[src/rtl/unidade_controle_multiciclo.sv]
// Multicycle processor control unit.
// Sequences fetch, decode, execute, memory and write-back. Drives the datapath
// enables and the memory request handshake. A watchdog aborts a memory access
// that waits too long for mem_pronto.
module unidade_controle_multiciclo #(
    parameter int MAX_ESPERA = 15,
    parameter int CONT_WIDTH = 4
) (
    input  logic       clock,
    input  logic       reset,
    input  logic [5:0] opcode,
    input  logic       zero,
    input  logic       mem_pronto,
    output logic       mem_req,
    output logic       mem_escrita,
    output logic       ir_write,
    output logic       pc_write,
    output logic [1:0] pc_src,
    output logic       alu_src,
    output logic [1:0] alu_op,
    output logic       reg_write,
    output logic       reg_dst,
    output logic       mem_to_reg,
    output logic       instr_invalida,
    output logic       erro_mem,
    output logic [2:0] estado
);

    localparam logic [2:0] S_BUSCA      = 3'd0;
    localparam logic [2:0] S_DECODIFICA = 3'd1;
    localparam logic [2:0] S_EXECUTA    = 3'd2;
    localparam logic [2:0] S_MEMORIA    = 3'd3;
    localparam logic [2:0] S_ESCRITA    = 3'd4;

    localparam logic [5:0] OP_R    = 6'h00;
    localparam logic [5:0] OP_LW   = 6'h23;
    localparam logic [5:0] OP_SW   = 6'h2B;
    localparam logic [5:0] OP_BEQ  = 6'h04;
    localparam logic [5:0] OP_ADDI = 6'h08;
    localparam logic [5:0] OP_J    = 6'h02;

    // Last count value before the watchdog expires.
    localparam logic [CONT_WIDTH-1:0] W_LIMITE = CONT_WIDTH'(MAX_ESPERA - 1);

    logic [2:0]            r_estado;
    logic [CONT_WIDTH-1:0] r_cont;

    logic [2:0]            w_prox;
    logic [CONT_WIDTH-1:0] w_cont_prox;
    logic                  w_acesso;
    logic                  w_estouro;
    logic                  w_op_valida;

    // Watchdog expiry: waiting on memory at the last allowed count, with no completion.
    always_comb begin
        w_acesso    = (r_estado == S_BUSCA) || (r_estado == S_MEMORIA);
        w_estouro   = w_acesso && !mem_pronto && (r_cont == W_LIMITE);
        w_op_valida = (opcode == OP_R)  || (opcode == OP_LW)   || (opcode == OP_SW) ||
                      (opcode == OP_BEQ) || (opcode == OP_ADDI) || (opcode == OP_J);
    end

    // Output decode and next-state selection; reset forces every output low.
    always_comb begin
        mem_req        = 1'b0;
        mem_escrita    = 1'b0;
        ir_write       = 1'b0;
        pc_write       = 1'b0;
        pc_src         = 2'b00;
        alu_src        = 1'b0;
        alu_op         = 2'b00;
        reg_write      = 1'b0;
        reg_dst        = 1'b0;
        mem_to_reg     = 1'b0;
        instr_invalida = 1'b0;
        erro_mem       = 1'b0;
        estado         = 3'd0;
        w_prox         = S_BUSCA;
        if (!reset) begin
            estado = r_estado;
            case (r_estado)
                S_BUSCA: begin
                    mem_req = 1'b1;
                    if (mem_pronto) begin
                        ir_write = 1'b1;
                        pc_write = 1'b1;
                        w_prox   = S_DECODIFICA;
                    end else if (w_estouro) begin
                        // Fetch timeout: stay in BUSCA and retry with a fresh count.
                        erro_mem = 1'b1;
                    end
                end
                S_DECODIFICA: begin
                    if (w_op_valida) begin
                        w_prox = S_EXECUTA;
                    end else begin
                        instr_invalida = 1'b1;
                    end
                end
                S_EXECUTA: begin
                    case (opcode)
                        OP_R: begin
                            alu_op = 2'b10;
                            w_prox = S_ESCRITA;
                        end
                        OP_ADDI: begin
                            alu_src = 1'b1;
                            w_prox  = S_ESCRITA;
                        end
                        OP_LW, OP_SW: begin
                            alu_src = 1'b1;
                            w_prox  = S_MEMORIA;
                        end
                        OP_BEQ: begin
                            alu_op   = 2'b01;
                            pc_src   = 2'b01;
                            pc_write = zero;
                        end
                        OP_J: begin
                            pc_src   = 2'b10;
                            pc_write = 1'b1;
                        end
                        default: w_prox = S_BUSCA;
                    endcase
                end
                S_MEMORIA: begin
                    mem_req     = 1'b1;
                    alu_src     = 1'b1;
                    mem_escrita = (opcode == OP_SW);
                    if (mem_pronto) begin
                        w_prox = (opcode == OP_LW) ? S_ESCRITA : S_BUSCA;
                    end else if (w_estouro) begin
                        erro_mem = 1'b1;
                    end else begin
                        w_prox = S_MEMORIA;
                    end
                end
                S_ESCRITA: begin
                    reg_write  = 1'b1;
                    reg_dst    = (opcode == OP_R);
                    mem_to_reg = (opcode == OP_LW);
                end
                default: w_prox = S_BUSCA;
            endcase
        end
    end

    // Watchdog count: clears on any state change or expiry, advances while memory stalls.
    always_comb begin
        w_cont_prox = r_cont;
        if ((w_prox != r_estado) || w_estouro) begin
            w_cont_prox = '0;
        end else if (w_acesso && !mem_pronto) begin
            w_cont_prox = r_cont + 1'b1;
        end
    end

    // State and watchdog registers with synchronous reset.
    always_ff @(posedge clock) begin
        if (reset) begin
            r_estado <= S_BUSCA;
            r_cont   <= '0;
        end else begin
            r_estado <= w_prox;
            r_cont   <= w_cont_prox;
        end
    end

endmodule

[config.mk]
export PLATFORM = sky130hd
export DESIGN_NAME = unidade_controle_multiciclo
export DESIGN_NICKNAME = d
export VERILOG_FILES = /design/src/rtl/unidade_controle_multiciclo.sv
export SDC_FILE = /design/constraint.sdc
export NUM_CORES = 1
export LEC_CHECK = 0
export ABC_AREA = 1
export CORE_UTILIZATION = 42
export CTS_CLUSTER_DIAMETER = 100
export CTS_CLUSTER_SIZE = 30
export DETAILED_ROUTE_END_ITERATION = 12
export GPL_TIMING_DRIVEN = 0
export PLACE_DENSITY = 0.81
export SETUP_SLACK_MARGIN = 0.05
export SLEW_MARGIN = 20
export SYNTH_ARGS = -nofsm -noshare
export SYNTH_HDL_FRONTEND = slang
export SYNTH_SLANG_ARGS = --single-unit
[constraint.sdc]
create_clock -name clock -period 1.5 [get_ports clock]
set_input_delay 0.225 -clock clock [delete_from_list [all_inputs] [get_ports clock]]
set_output_delay 0.225 -clock clock [all_outputs]
set_load 0.01 [all_outputs]
# Yosys cells after proc, flatten, opt, wreduce, memory -nomap -nowiden
# Cells that the tools add are included.
# totals
out_inout_bits	17
regBits	7
wordCells	72
# classes
muxes	41
eq_ne	11
reduce_logical	17
n_addsub	1
# ops
cell	n
1-bit two-way mux	24
6-bit equality test (second input constant)	2
2-bit two-way mux	6
3-bit two-way mux	4
3-bit case mux with 4 select lines	1
2-bit case mux with 2 select lines	2
2-bit OR reduction	4
1-bit logical OR	7
3-bit by 2-bit equality test with 1-bit output (second input constant)	2
6-bit by 2-bit equality test with 1-bit output (second input constant)	1
6-bit by 3-bit equality test with 1-bit output (second input constant)	1
6-bit by 4-bit equality test with 1-bit output (second input constant)	1
6-bit zero test	1
1-bit case mux with 2 select lines	3
3-bit case mux with 2 select lines	1
4-bit by 1-bit adder with 4-bit output (second input constant)	1
4-bit equality test (second input constant)	1
3-bit by 1-bit equality test with 1-bit output (second input constant)	1
3-bit equality test (second input constant)	1
3-bit zero test	1
3-bit inequality test	1
3-bit OR reduction	1
1-bit logical AND	2
1-bit zero test	1

# Logic depth before layout (Yosys ltp)
# logic_depth
ltp_word	12
ltp_mapped	11
ltp_nobuf	11

# Worst setup path before layout
# OpenSTA, ideal clock, no wires.
# synth_timing
path_kind	flip-flop to output port
start	reg r_estado[2]
end	out pc_src[0]
path_buffers	1
path_stages_with_launch	7
t_arrival_ps	1353
slack_ps	-78
path_cell_list	dfxtp_1 -> inv_1 -> nand3_1 -> inv_1 -> nand2_1 -> nor4_1 -> buf_4
# synth_via
elab_chain_cells	3
# synth_rtl
element	line	source
from (decl)	45	logic [2:0] r_estado;
from (signal assigned)	163	r_estado <= w_prox;
3-bit by 2-bit equality test with 1-bit output	80	case (r_estado)
2-bit two-way mux	80	
2-bit two-way mux	78	if (!reset) begin
to (decl)	18	output logic [1:0] pc_src,
# Every way passes these cells.

# Worst setup path in the final report
# layout_timing
start	reg r_estado[2]
end	out pc_write
# layout_via
elab_chain_cells	3
word_cells_on_any_way	4
cone_classes	1 x eq/ne; 2 x mux; 1 x reduce/logical
# layout_rtl
element	line	source
3-bit by 2-bit equality test with 1-bit output / 3-bit zero test (equally long branches)	80	
1-bit case mux with 2 select lines (*)	80	
1-bit two-way mux (*)	78	
to (decl)	17	output logic pc_write,
# Every way passes the cells marked *; elsewhere a longest branch is shown, timed or not.

==> metrics.txt <==
Pwr Total 0.506 mW; HPWL Detailed 1.43 mm; crit-path cells inv_2 > buf_6 > nand3_4 > buf_4 > o21ai_1 > nand2_1 > inv_1 > buf_2; Finish-stage setup viols 13; worst vdd ir 0.000467 V; switching share of power 0.312; Max Freq roughly 600 MHz; placed instance count 160; ys async rst share 0; H-tree depth 1; Skew-Pair Late Insertion Delay 0.24 ns; height of the die 41.8 um; CP startpoint r_estado[2]; worst setup margin -0.162 ns; Sw Pwr 0.158 mW; status finished with violations; first-pass GRT wire length around 3.8 mm; wirelength, routed 2.78 mm; max-slew violation count 0; Worst Skew 0.00152 ns; Global Route Usage Sum 0.281; syn_nets 132; Final Wtd Congestion 0.840; gr ovfl total 0; post-layout min period 1.66 ns; routed via count between 1,000 and 1,500; reg2reg setup slack -0.07 ns; crit-path max FO 3; root buffer cell clkbuf_4; hold path cells 2; Crit-path slowest cell dfxtp_2; CP Class reg -> out; Setup crit end pc_write; Post-Syn Area per Cell roughly 5.5 um^2; # DRC 0; relative slew slack 0.805; pin count of the biggest net entering global routing 11; sequential group share of total power 0.386; post-synthesis cell count 120; Worst-Margin Slew 0.290 ns; Fin. Hold Viols 0; power density cells 423 nW/um^2; CTS buffer count 3; failing checks negative setup slack; unrepaired setup endpoints after global routing yes; slowest stage delay, CP 0.33 ns; synthesis-stage register bit count 7; Worst setup SP type register; Syn-to-layout area delta 80.2%; ANT cells 0; Antenna Nets Post-Route 0; Yosys warnings 0; Yosys top cell area share 0.211; kind of end point of the critical path primary output; total I/O pin count 27; DIE WIDTH 41.8 um; CTS Sinks 7; RR Startpoint r_cont[0]; r2r endpoint r_cont[0]; core area 1380 um^2; Int Power 0.348 mW; top-count cell post-synth nor2_1; EDFF count, synth 0; Via density about 5.6; vias in the first global route 874; Hold WC Path Type in -> reg; leading area contributor after synthesis dfxtp_1; logic gate share of total power 0.295; top cells by count, synth nor2_1 (26), inv_1 (25), nand2_1 (25); Port Buf Inserts 25; CP delay by family, top buffers and inverters; CTS Hold Bufs 0; Tcrit/Tclk final 1.11; initial core utilization 0.481; Bufs and invs on worst path 5; Worst Path Arrival 1.44 ns; die area 1740 um^2; fin cells 180; synthesized area roughly 660 um^2; Row Count 13; Critical Path RT about 1.3 ns; share of layout cells above drive strength 1 0.497; drt first-iter violations 60; synth top area cells dfxtp_1 (21%), nor2_1 (15%), inv_1 (14%); Pre-Repair DR Iteration Count 4; hold path start reset; Yosys cell types 21; Worst-path clk slew about 0.050 ns; FF-to-FF path depth 10; predominant post-synthesis flop cell dfxtp_1; fin nets around 180; Pleak about 0.65 nW; register area share after synthesis 0.211; Final TNS setup -0.847 ns; WL/cell roughly 15 um; Clk network pwr share 0.319; antenna violations before repair 0; Crit path depth 8; Placement Setup Slack -0.755 ns; clock buffer depth 2; CTS tree done; Max-Cap Viols 0
final cells by class:
class	instances	area [um^2]
multi-input cells	85	549
fillers	77	185
plain buffers	2	15.0
inverters	26	103
flip-flops and latches	7	151
repair buffers	41	334
clock buffers	4	26.3
well taps	15	18.8
flip-flops by register name (all words and copies together), names as in the netlist:
register / cells
r_cont: 4
r_estado: 3
per-layer routing:
metal,up-vias,track usage,routed length (um)
li1,461,-,-
met1,442,0.311,994
met2,85,0.506,1390
met3,21,0.0565,245
met4,0,0.129,153
met5,-,0,0
per-stage QoR:
step / hold WS, ns / cell area (um^2) / utilization
final: 0.270 / 1200 / 0.866
after global placement: 0.434 / 940 / 0.680
after floorplan: 0.421 / 671 / -
after global routing: 0.258 / 1200 / 0.866
after detailed placement: 0.438 / 940 / 0.680
after CTS: 0.221 / 1130 / 0.815
logic make-up (layout without fill, tap and decap cells):
logic type / Yosys count / count (layout) / share of synthesized area
compound gates: 7 / 7 / 0.0603
fa+ha+maj: 2 / 2 / 0.0377
xor+xnor: 3 / 3 / 0.0396
flops: 7 / 7 / 0.211
simple gates: 73 / 73 / 0.482
buf+inv: 28 / 73 / 0.169
timing repair:
action | in CTS | in global routing
resized for setup | 118 | 15
buffers inserted | 13 | 3
pin swaps | 12 | 4
endpoints found under the setup margin | 21 | 18
worst min path at each step:
| stage | endpoint | slack, ns |
|---|---|---|
| global route | r_estado[2] | 0.26 |
| floorplan | r_estado[2] | 0.42 |
| finish | r_estado[2] | 0.27 |
| global placement | r_estado[2] | 0.43 |
| detailed placement | r_estado[2] | 0.44 |
| CTS | r_estado[2] | 0.22 |
cell usage in the layout, fill, tap and decap left out, types with 6 or more instances in the layout:
master           Yosys  routed
inv_1               25      19
buf_4                2      14
nor2_2               1      11
buf_2                0      13
nor2_1              26      15
clkdlybuf4s15_2      0       6
nand2_1             25      20
power groups by stage:
stage                     Combinational, mW  Clock, mW  Sequential [mW]
after CTS                             0.134      0.168            0.193
after floorplan                      0.0585          0            0.198
after detailed placement              0.114          0            0.199
final                                 0.149      0.161            0.196
after global placement                0.110          0            0.198
after global routing                  0.158      0.190            0.195
No activity file was read; power rests on OpenSTA's default activity.
==> RTL change: new RTL, config.mk and constraints unchanged <==
Register the output `estado`, with the module's reset; this adds one clock of latency there. The other outputs are not delayed to match.
--- a/src/rtl/unidade_controle_multiciclo.sv
+++ b/src/rtl/unidade_controle_multiciclo.sv
@@ -43,4 +43,6 @@
     localparam logic [CONT_WIDTH-1:0] W_LIMITE = CONT_WIDTH'(MAX_ESPERA - 1);
 
+    logic [2:0] estado_d;
+
     logic [2:0]            r_estado;
     logic [CONT_WIDTH-1:0] r_cont;
@@ -74,8 +76,8 @@
         instr_invalida = 1'b0;
         erro_mem       = 1'b0;
-        estado         = 3'd0;
+        estado_d       = 3'd0;
         w_prox         = S_BUSCA;
         if (!reset) begin
-            estado = r_estado;
+            estado_d = r_estado;
             case (r_estado)
                 S_BUSCA: begin
@@ -166,4 +168,12 @@
     end
 
+    always_ff @(posedge clock) begin
+        if (reset) begin
+            estado <= '0;
+        end else begin
+            estado <= estado_d;
+        end
+    end
+
 endmodule
 
Check against the original RTL: not equivalent (Yosys sat finds a counterexample within 4 cycles, from zero or initial values and one cycle with reset high).
==> RTL change against the unedited design <==
The flow still finishes with violations (setup timing); final area increased by 5.7%; combinational power up 6%; synthesized cell count is 5.8% higher; area after synthesis grew 11%; total power increased by 37%; sequential share of layout area increased by 4.3 points; wire length down 11%; non-clock buffer count down 4; clock power grew 58%; sequential power up 42%; maximum frequency is 2.2% higher; sequential cell count increased by 3; setup slack improved by 36 ps; die area up 11%; largest cell class unchanged.
==> RTL change: results (changes against the unedited design) <==
[outcome]
outcome = finished, violations left  ; unchanged
failed_checks = setup timing  ; unchanged

[critical_path]
ff2ff_setup_slack_ps = 90  ; was -70 ps
crit_arrival_ps = 1400  ; was 1440 ps
crit_slowest_cell = dfxtp_4  ; was dfxtp_2
r2r-start = r_estado[2]  ; was r_cont[0]
cpPeakStageDelay_ps = 370  ; was 330 ps

[routing]
wl_per_cell_um = 13.3  ; was 15.5 um
drtIter0Drc = 34  ; was 60
drt_pass1_iterations = 6  ; was 4
met3_length_um = 158  ; was 245 um
wl_met1_um = 1130  ; was 994 um

[global_route]
use_met3_pct = 7.50  ; was 5.65%
met2_usage_pct = 40.9  ; was 50.6%
grt_first_pass_wirelength_um = 3620  ; was 3810 um
grt_pass1_vias = 872  ; was 874
grtUsageTotal_pct = 25.2  ; was 28.1%

[power]
p_sw_share_pct = 30.5  ; was 31.2%
power_leakage_uw = 0.000605  ; was 0.000646 uW
irDropWorstVdd_mv = 0.607  ; was 0.467 mV

[synthesis]
yosysSeqAreaShare_pct = 27.1  ; was 21.1%
synth_compound_area_share_pct = 6.09  ; was 6.03%
synth_fa_ha_area_share_pct = 3.38  ; was 3.77%
syn_nets = 139  ; was 132
synth_xor_area_share_pct = 3.55  ; was 3.95%
synthTopCellsByCount = 30 x nor2_1, 28 x nand2_1, 20 x inv_1, 10 x dfxtp_1, 10 x nand3_1  ; was 26 x nor2_1, 25 x inv_1, 25 x nand2_1, 8 x nand3_1, 7 x dfxtp_1

[timing]
skew_ps = 10.5  ; was 1.52 ps
finalSetupViolations = 10  ; was 13
fin_ws_ps = -127  ; was -162 ps

[clock_network]
path_clk_slew_ps = 80  ; was 50 ps
worstSkewPairLatency_ps = 280  ; was 240 ps

[final_layout]
nets = 182  ; was 178
drive_gt1_share_pct = 46.7  ; was 49.7%
reg_top3 = r_cont: 4 flops, estado: 3 flops, r_estado: 3 flops  ; was r_cont: 4 flops, r_estado: 3 flops

[place]
postPlaceCellArea_sq_um = 1010  ; was 940 sq um
place_congestion = 0.869  ; was 0.840
dp_hpwl_um = 1480  ; was 1430 um

[hold_path]
min_delay_worst_endpoint = estado[0]  ; was r_estado[2]

RTL change: cell count changes in the layout (fill, tap and decap cells not counted), sizes merged, moves of 3 or more:
cell,unedited run,this run
clkdlybuf4s50,1,5
inv,25,21
dfxtp,7,10
nor2,27,31
clkbuf,4,7
nand2,28,31
buf,32,23
RTL change: timing repair:
item / in CTS / in global routing
hold buffers: 0 / 0
pin swaps: 8 / 15
buffers inserted: 10 / 3
endpoints found under the setup margin: 18 / 18
gates resized for setup: 89 / 31
cloned: 0 / 0
RTL change: power by group through the flow:
stage	Combinational, uW	Sequential (uW)	Clock [uW]
6_report	158	278	255
5_1_grt	172	279	269
4_1_cts	136	276	252
3_5_place_dp	119	287	0
3_3_place_gp	115	286	0
2_1_floorplan	64.9	286	0
RTL change: stage by stage:
step | cells | total power (uW) | util (%) | setup TNS [ps] | setup WS (ps)
global placement | 168 | 402 | 64.0 | -7030 | -724
floorplan | 127 | 351 | - | 0 | 224
global route | 185 | 720 | 80.3 | -1330 | -214
finish | 185 | 691 | 80.3 | -535 | -127
CTS | 182 | 664 | 74.0 | -406 | -106
detailed placement | 168 | 405 | 64.0 | -7920 | -814
RTL change: layout make-up:
type / count / area (sq um)
multi-input combinational: 95 / 604
fill: 99 / 310
timing repair buffer: 38 / 300
sequential: 10 / 214
inverter: 21 / 83.8
clock buffer: 4 / 36.3
tap: 16 / 20.0
buffer: 1 / 7.51
RTL change: how the worst max path moves through the flow:
stage	cells past startpoint	slack (ps)	startpoint	to
floorplan	10	220	r_cont[0]	r_cont[0]
detailed placement	9	-810	opcode[5]	alu_src
global placement	9	-720	opcode[5]	pc_write
global route	9	-210	r_estado[2]	pc_write
CTS	9	-110	r_estado[2]	pc_write
finish	5	-130	r_estado[2]	instr_invalida
